`config.mk`:
```
export PLATFORM = sky130hd
export DESIGN_NAME = arbitro_2
export DESIGN_NICKNAME = d
export VERILOG_FILES = /design/src/rtl/arbitro_2.sv
export SDC_FILE = /design/constraint.sdc
export NUM_CORES = 1
export LEC_CHECK = 0
export CORE_MARGIN = 2
export CORE_UTILIZATION = 41
export DETAILED_ROUTE_END_ITERATION = 7
export GPL_TIMING_DRIVEN = 0
export MAX_ROUTING_LAYER = met4
export PLACE_DENSITY_LB_ADDON = 0.1
export SLEW_MARGIN = 10
export SYNTH_ARGS = -nofsm -noshare
export SYNTH_HDL_FRONTEND = slang
export SYNTH_SLANG_ARGS = --single-unit
```
`constraint.sdc`:
```
create_clock -name clk -period 3.1 [get_ports clk]
set_clock_uncertainty 0.15 [all_clocks]
set_input_delay 0.62 -clock clk [delete_from_list [all_inputs] [get_ports clk]]
set_output_delay 0.62 -clock clk [all_outputs]
set_load 0.01 [all_outputs]
```
`src/rtl/arbitro_2.sv`:
```
// arbitro_2: weighted round-robin egress arbiter draining four FIFOs into one registered stream
module arbitro_2 #(
  parameter int DATA_WIDTH = 8,
  parameter int W0 = 4,
  parameter int W1 = 3,
  parameter int W2 = 2,
  parameter int W3 = 1
) (
  input  logic                      clk,
  input  logic                      reset_L,
  input  logic [3:0]                FIFO_empty,
  input  logic [4*DATA_WIDTH-1:0]   FIFO_data_out,
  input  logic                      out_almost_full,
  output logic [3:0]                Pops,
  output logic [DATA_WIDTH-1:0]     data_out,
  output logic                      valid_out,
  output logic                      idle
);
  localparam int E0 = W0 < 1 ? 1 : W0;
  localparam int E1 = W1 < 1 ? 1 : W1;
  localparam int E2 = W2 < 1 ? 1 : W2;
  localparam int E3 = W3 < 1 ? 1 : W3;
  localparam int M01 = E0 > E1 ? E0 : E1;
  localparam int M23 = E2 > E3 ? E2 : E3;
  localparam int EM = M01 > M23 ? M01 : M23;
  localparam int CW = EM > 1 ? $clog2(EM) : 1;
  logic [1:0]            g_q, g_d, c, p_sel_q, p_sel_d;
  logic [CW-1:0]         cnt_q, cnt_d, base;
  logic [31:0]           nxt, wc;
  logic                  pop, done, p_vld_q, p_vld_d, valid_q, valid_d, idle_q, idle_d;
  logic [DATA_WIDTH-1:0] data_q, data_d;
  always_comb begin
    c = !FIFO_empty[g_q] ? g_q :
        !FIFO_empty[g_q + 2'd1] ? g_q + 2'd1 :
        !FIFO_empty[g_q + 2'd2] ? g_q + 2'd2 : g_q + 2'd3;
    pop = reset_L & ~out_almost_full & ~&FIFO_empty;
    Pops = pop ? 4'b0001 << c : 4'b0000;
    base = (c == g_q) ? cnt_q : '0;
    wc = c == 2'd0 ? 32'(E0) : c == 2'd1 ? 32'(E1) : c == 2'd2 ? 32'(E2) : 32'(E3);
    nxt = 32'(base) + 32'd1;
    done = nxt >= wc;
    g_d = !pop ? g_q : done ? c + 2'd1 : c;
    cnt_d = !pop ? cnt_q : done ? '0 : nxt[CW-1:0];
    p_vld_d = pop;
    p_sel_d = c;
    valid_d = p_vld_q;
    data_d = p_vld_q ? FIFO_data_out[p_sel_q*DATA_WIDTH +: DATA_WIDTH] : data_q;
    // idle must also see the word about to be popped, not just empty flags
    idle_d = &FIFO_empty & ~p_vld_q & ~pop;
  end
  always_ff @(posedge clk or negedge reset_L) begin
    if (!reset_L) begin
      g_q <= '0;
      cnt_q <= '0;
      p_vld_q <= 1'b0;
      p_sel_q <= '0;
      valid_q <= 1'b0;
      data_q <= '0;
      idle_q <= 1'b1;
    end else begin
      g_q <= g_d;
      cnt_q <= cnt_d;
      p_vld_q <= p_vld_d;
      p_sel_q <= p_sel_d;
      valid_q <= valid_d;
      data_q <= data_d;
      idle_q <= idle_d;
    end
  end
  assign data_out = data_q;
  assign valid_out = valid_q;
  assign idle = idle_q;
endmodule

```
Yosys cells after proc, flatten, opt, wreduce, memory -nomap -nowiden
Index checks and enable logic that the tools add are counted.
{ "word_totals": {"reg_bits": 17, "inputBits": 39, "wordCells": 47} }
{ "classes": {"mux": 16, "shifts": 2, "n_reduce_logical": 3, "addsub": 5, "order_cmp": 4, "n_bitwise": 7, "n_eq_ne": 3} }
{ "ops": {"columns": ["op", "count"], "rows": [
  ["$shiftx 32x6->8", 1],
  ["$mux 2", 8],
  ["$lt 2x3->1 const B", 3],
  ["$bmux 1 s2", 3],
  ["$add 2x1->2 const B", 2],
  ["$add 2x2->2 const B", 2],
  ["$and 1x1->1", 4],
  ["$mux 4", 1],
  ["$reduce_and 4->1", 1],
  ["$shl 1x2->4 const A", 1],
  ["$add 2x1->3 const B", 1],
  ["$ge 3x3->1", 1],
  ["$mux 1", 3],
  ["$mux 3", 1],
  ["$not 1->1", 3],
  ["$eq 2x1->1 const B", 1],
  ["$eq 2x2->1", 1],
  ["$eq 2x2->1 const B", 1],
  ["$logic_not 2->1", 1],
  ["$logic_not 1->1", 1]
]} }

Longest topological paths before layout
{ "logic_depth": {"ltp_word": 12, "ltp_mapped": 13, "depth_no_buf": 12} }

Worst setup path after synthesis
No wires, ideal clock.
{ "synth_path": {"kind": "in2reg", "start": "in FIFO_empty[3]", "end": "reg g_q[0]", "path_stages": 8, "arrival_ps": 2348, "n_path_buf": 0, "slack_ps": 477, "setup_time_ps": 126, "required_time_ps": 2824, "path_cell_list": "mux4_2 nor2_2 ha_1 ha_1 o21ai_0 a21oi_1 xnor2_1 o21ai_1"} }
{ "synth_between": {"elab_chain_cells": 11, "elab_cells_between_ends": 24} }
{ "synth_lines": {"columns": ["item", "line_no", "text"], "rows": [
  ["start, declared", "11", "input logic [3:0] FIFO_empty,"],
  ["parallel branches: the longest is 11 deep, another holds $add 2x1->3", null, null],
  ["end signal, assigned", "61", "g_q <= g_d;"],
  ["end, declared", "27", "logic [1:0] g_q, g_d, c, p_sel_q, p_sel_d;"]
]} }
Several ways; the timed one is not identified. The select of a mux whose other input is x is not followed.
A chain may end at the register's enable or synchronous reset.

Worst setup path in the final report
Same ends and word-level chain as after synthesis.

==> results.md <==
- Root Buffer Master: clkbuf_4
- Top-count cell post-synth: dfrtp_1
- Worst reg2reg endpoint: g_q[0]$_DFFE_PN0P_
- WL met3: 118 µm
- Synth Cell Area: 1140 µm²
- Final setup vio count: 0
- HP Class: in2async
- Relative slew slack: 52.9%
- Full die area: 3220 µm²
- Final worst path period share: 92.7%
- Drt wl/cell: 13.3 µm
- DR pass1 iterations: 3
- Worst slew pin tran: 707 ps
- CP startpoint kind: input port
- Crit path time final: 2870 ps
- CP Max Fanout: 5
- Worst R2R Setup Slack: 370 ps
- FF/Latch Area: 427 µm²
- Clock insertion delay at the later pin of the skew report: 280 ps
- CTS Buffer Depth: 2
- R2R depth: 9
- CTS Hold Buffers Added: 0
- Initial core utilization: 42.4%
- Clk slew on worst S/H paths: 100 ps
- Synthesis-stage register bit count: 17
- Ys async rst share: 100%
- Seq/Total Area, Yosys: 37.4%
- Crit path kind: in2reg
- Final hold vios: 0
- Die width: 56.7 µm
- Core Rows: 19
- Top Layer Used: met4
- Vias: 914
- RSZ-0062 raised after global routing: no
- Synth Instances: 92
- Post-route setup slack: 225 ps
- CP delay by family, top: adder cells
- Gr ovfl total: 0
- Syn_nets: 139
- Synth Area in Simple Gates: 10.9%
- Die Ht: 56.7 µm
- Drt drc: 0
- Met1 WL: 1.02 mm
- Worst hold slack: 203 ps
- P&R area growth vs syn: 52.4%
- Worst vdd ir: 0.487 mV
- WP buf/inv: 1
- Max Slew Vio Count: 0
- Synth Flop Type: dfrtp_1
- Avg Inst Size Synth: 12.4 µm²
- Critical Path RT: 3130 ps
- Compound-gate portion of the synthesized area: 8.23%
- Cell taking the most area after synthesis: dfrtp_1
- Largest net degree at the start of global routing: 19
- Gpl congestion: 0.806
- Library cells used by synthesis: 30
- Pre-CTS WS: -470 ps
- Mux share of post-synthesis cell area: 28.3%
- EDFF count, synth: 0
- Core area: 2690 µm²
- Top cells by area, synth: dfrtp_1 (35%), mux4_2 (18%), mux2_4 (11%)
- Worst setup EP type: register
- H-tree levels: 1
- Layout fillers: 220
- Fmax: 0.348 GHz
- Footprint of the multi-input gates: 658 µm²
- Critical Path AT: 2900 ps
- Clock sink count: 17
- Detail Placement HPWL: 1.99 mm
- Slowest CP cell: mux4_2
- CP max stage delay: 520 ps
- Most instantiated cells after synthesis: dfrtp_1 (16), mux4_2 (9), ha_1 (8), inv_1 (8), mux2_4 (8)
- Drt via density: 5.11
- CP most frequent cell: ha_1
- Max Cap Viol: 0
- Vias in the first global route: 923
- First-pass GRT wire length: 3.97 mm
- Main combinational cell family by area after synthesis: multiplexers
- ANT nets after route: 0
- Worst flop-to-flop path startpoint: g_q[0]$_DFFE_PN0P_
- PD cells: 756 nW/µm²
- Layout cells sized above 1: 21.6%
- Post-CTS Setup Inserts: 0
- XOR/XNOR Fraction of Synth Area: 0.768%
- Inserted Diodes: 0
- Nets: 196
- Total global-route track usage: 16.4%
- Leakage: 0.799 nW
- DRT Wirelength: 2.38 mm
- I/O pin count: 53
- Post-Synth Adder-Cell Area: 8.78%
- Yosys top cell area share: 35.1%
- Met2 wire length: 1.24 mm
- Warnings from Yosys: 0
- Status: finished clean
- CTS tree: built
- Number of CTS-inserted buffers: 3
- Critical path cell sequence: dlygate4sd2_1, mux4_2, nor2_2, ha_1, ha_1, o21ai_0, a21oi_1, xnor2_1, o21ai_1
- Initial antenna violation count: 0
- IO Port Bufs: 52
- Iteration-0 DRC Markers: 12
==> placed cells by master, fill, tap and decap left out, drive strengths merged, types with 4 or more instances in the layout <==
cell type	count
o21ai	4
dlygate4sd2	5
nor2	8
dfrtp	16
clkdlybuf4s50	43
inv	9
mux2	8
clkbuf	6
mux4	9
ha	8
and2	4
==> state kept, by name, indices dropped and copies added (netlist names) <==
signal and flops:
cnt_q 2, data_out 8, valid_out 1, p_vld_q 1
p_sel_q 2, idle 1, g_q 2
==> worst register-to-register path, stage by stage, from the launching register on <==
cell and delay, ps:
dfrtp_1 350, buf_6 120, mux4_2 530, nor2_2 180
ha_1 280, ha_1 280, o21ai_0 70, a21oi_1 410
xnor2_1 180, o21ai_1 70
==> report_power, final <==
group / total [mW] / switching, mW / internal (mW) / leakage, nW
registers: 0.368 / 0.0531 / 0.315 / 0.205
clock network: 0.118 / 0.0676 / 0.0500 / 0.0150
logic: 0.827 / 0.345 / 0.481 / 0.579
==> cell families after synthesis <==
group,count (synthesis)
AND/OR/NAND/NOR,23
adder cells (fa/ha/maj),8
multiplexers,17
AO/OA/AOI/OAI,13
buffers and inverters,13
XOR/XNOR,1
flip-flops,17
==> worst max-delay path by stage <==
| stage | slack, ps | depth (start not counted) | start | to |
|---|---|---|---|---|
| after floorplan | 480 | 8 | FIFO_empty[3] | g_q[0]$_DFFE_PN0P_ |
| after global placement | -480 | 5 | reset_L | Pops[3] |
| after detailed placement | -470 | 5 | reset_L | Pops[2] |
| after CTS | 10 | 9 | FIFO_empty[2] | Pops[2] |
| after global routing | 50 | 9 | FIFO_empty[1] | Pops[0] |
| final | 230 | 9 | FIFO_empty[3] | g_q[0]$_DFFE_PN0P_ |
==> per-stage QoR <==
step	total power, mW	util [%]	cell area, µm²	TNS (ps)	instances
after floorplan	0.925	-	1140	0	92
after global placement	1.18	63.3	1700	-2580	175
after detailed placement	1.20	63.3	1700	-2730	175
after CTS	1.33	64.2	1730	0	179
after global routing	1.43	64.6	1740	0	179
final	1.31	64.6	1740	0	179
==> cell type report <==
type	instances	share of cell area, %
multi-input combinational	62	37.9
tap	31	2.23
inverter	9	1.95
buffer	4	1.73
timing repair buffer	52	30.1
sequential	17	24.6
clock buffer	4	1.51
==> layer usage <==
metal | global-route usage, % | vias to the layer above
met2 | 27.2 | 27
met5 | - | -
li1 | - | 446
met1 | 20.6 | 439
met4 | 2.04 | 0
met3 | 4.61 | 2
==> what timing repair did <==
action | CTS | global route
pin swaps | 1 | 1
setup endpoints to repair | 5 | 3
gates resized for setup | 10 | 4
cloned | 0 | 0
Power figures use the tool's default switching activity.
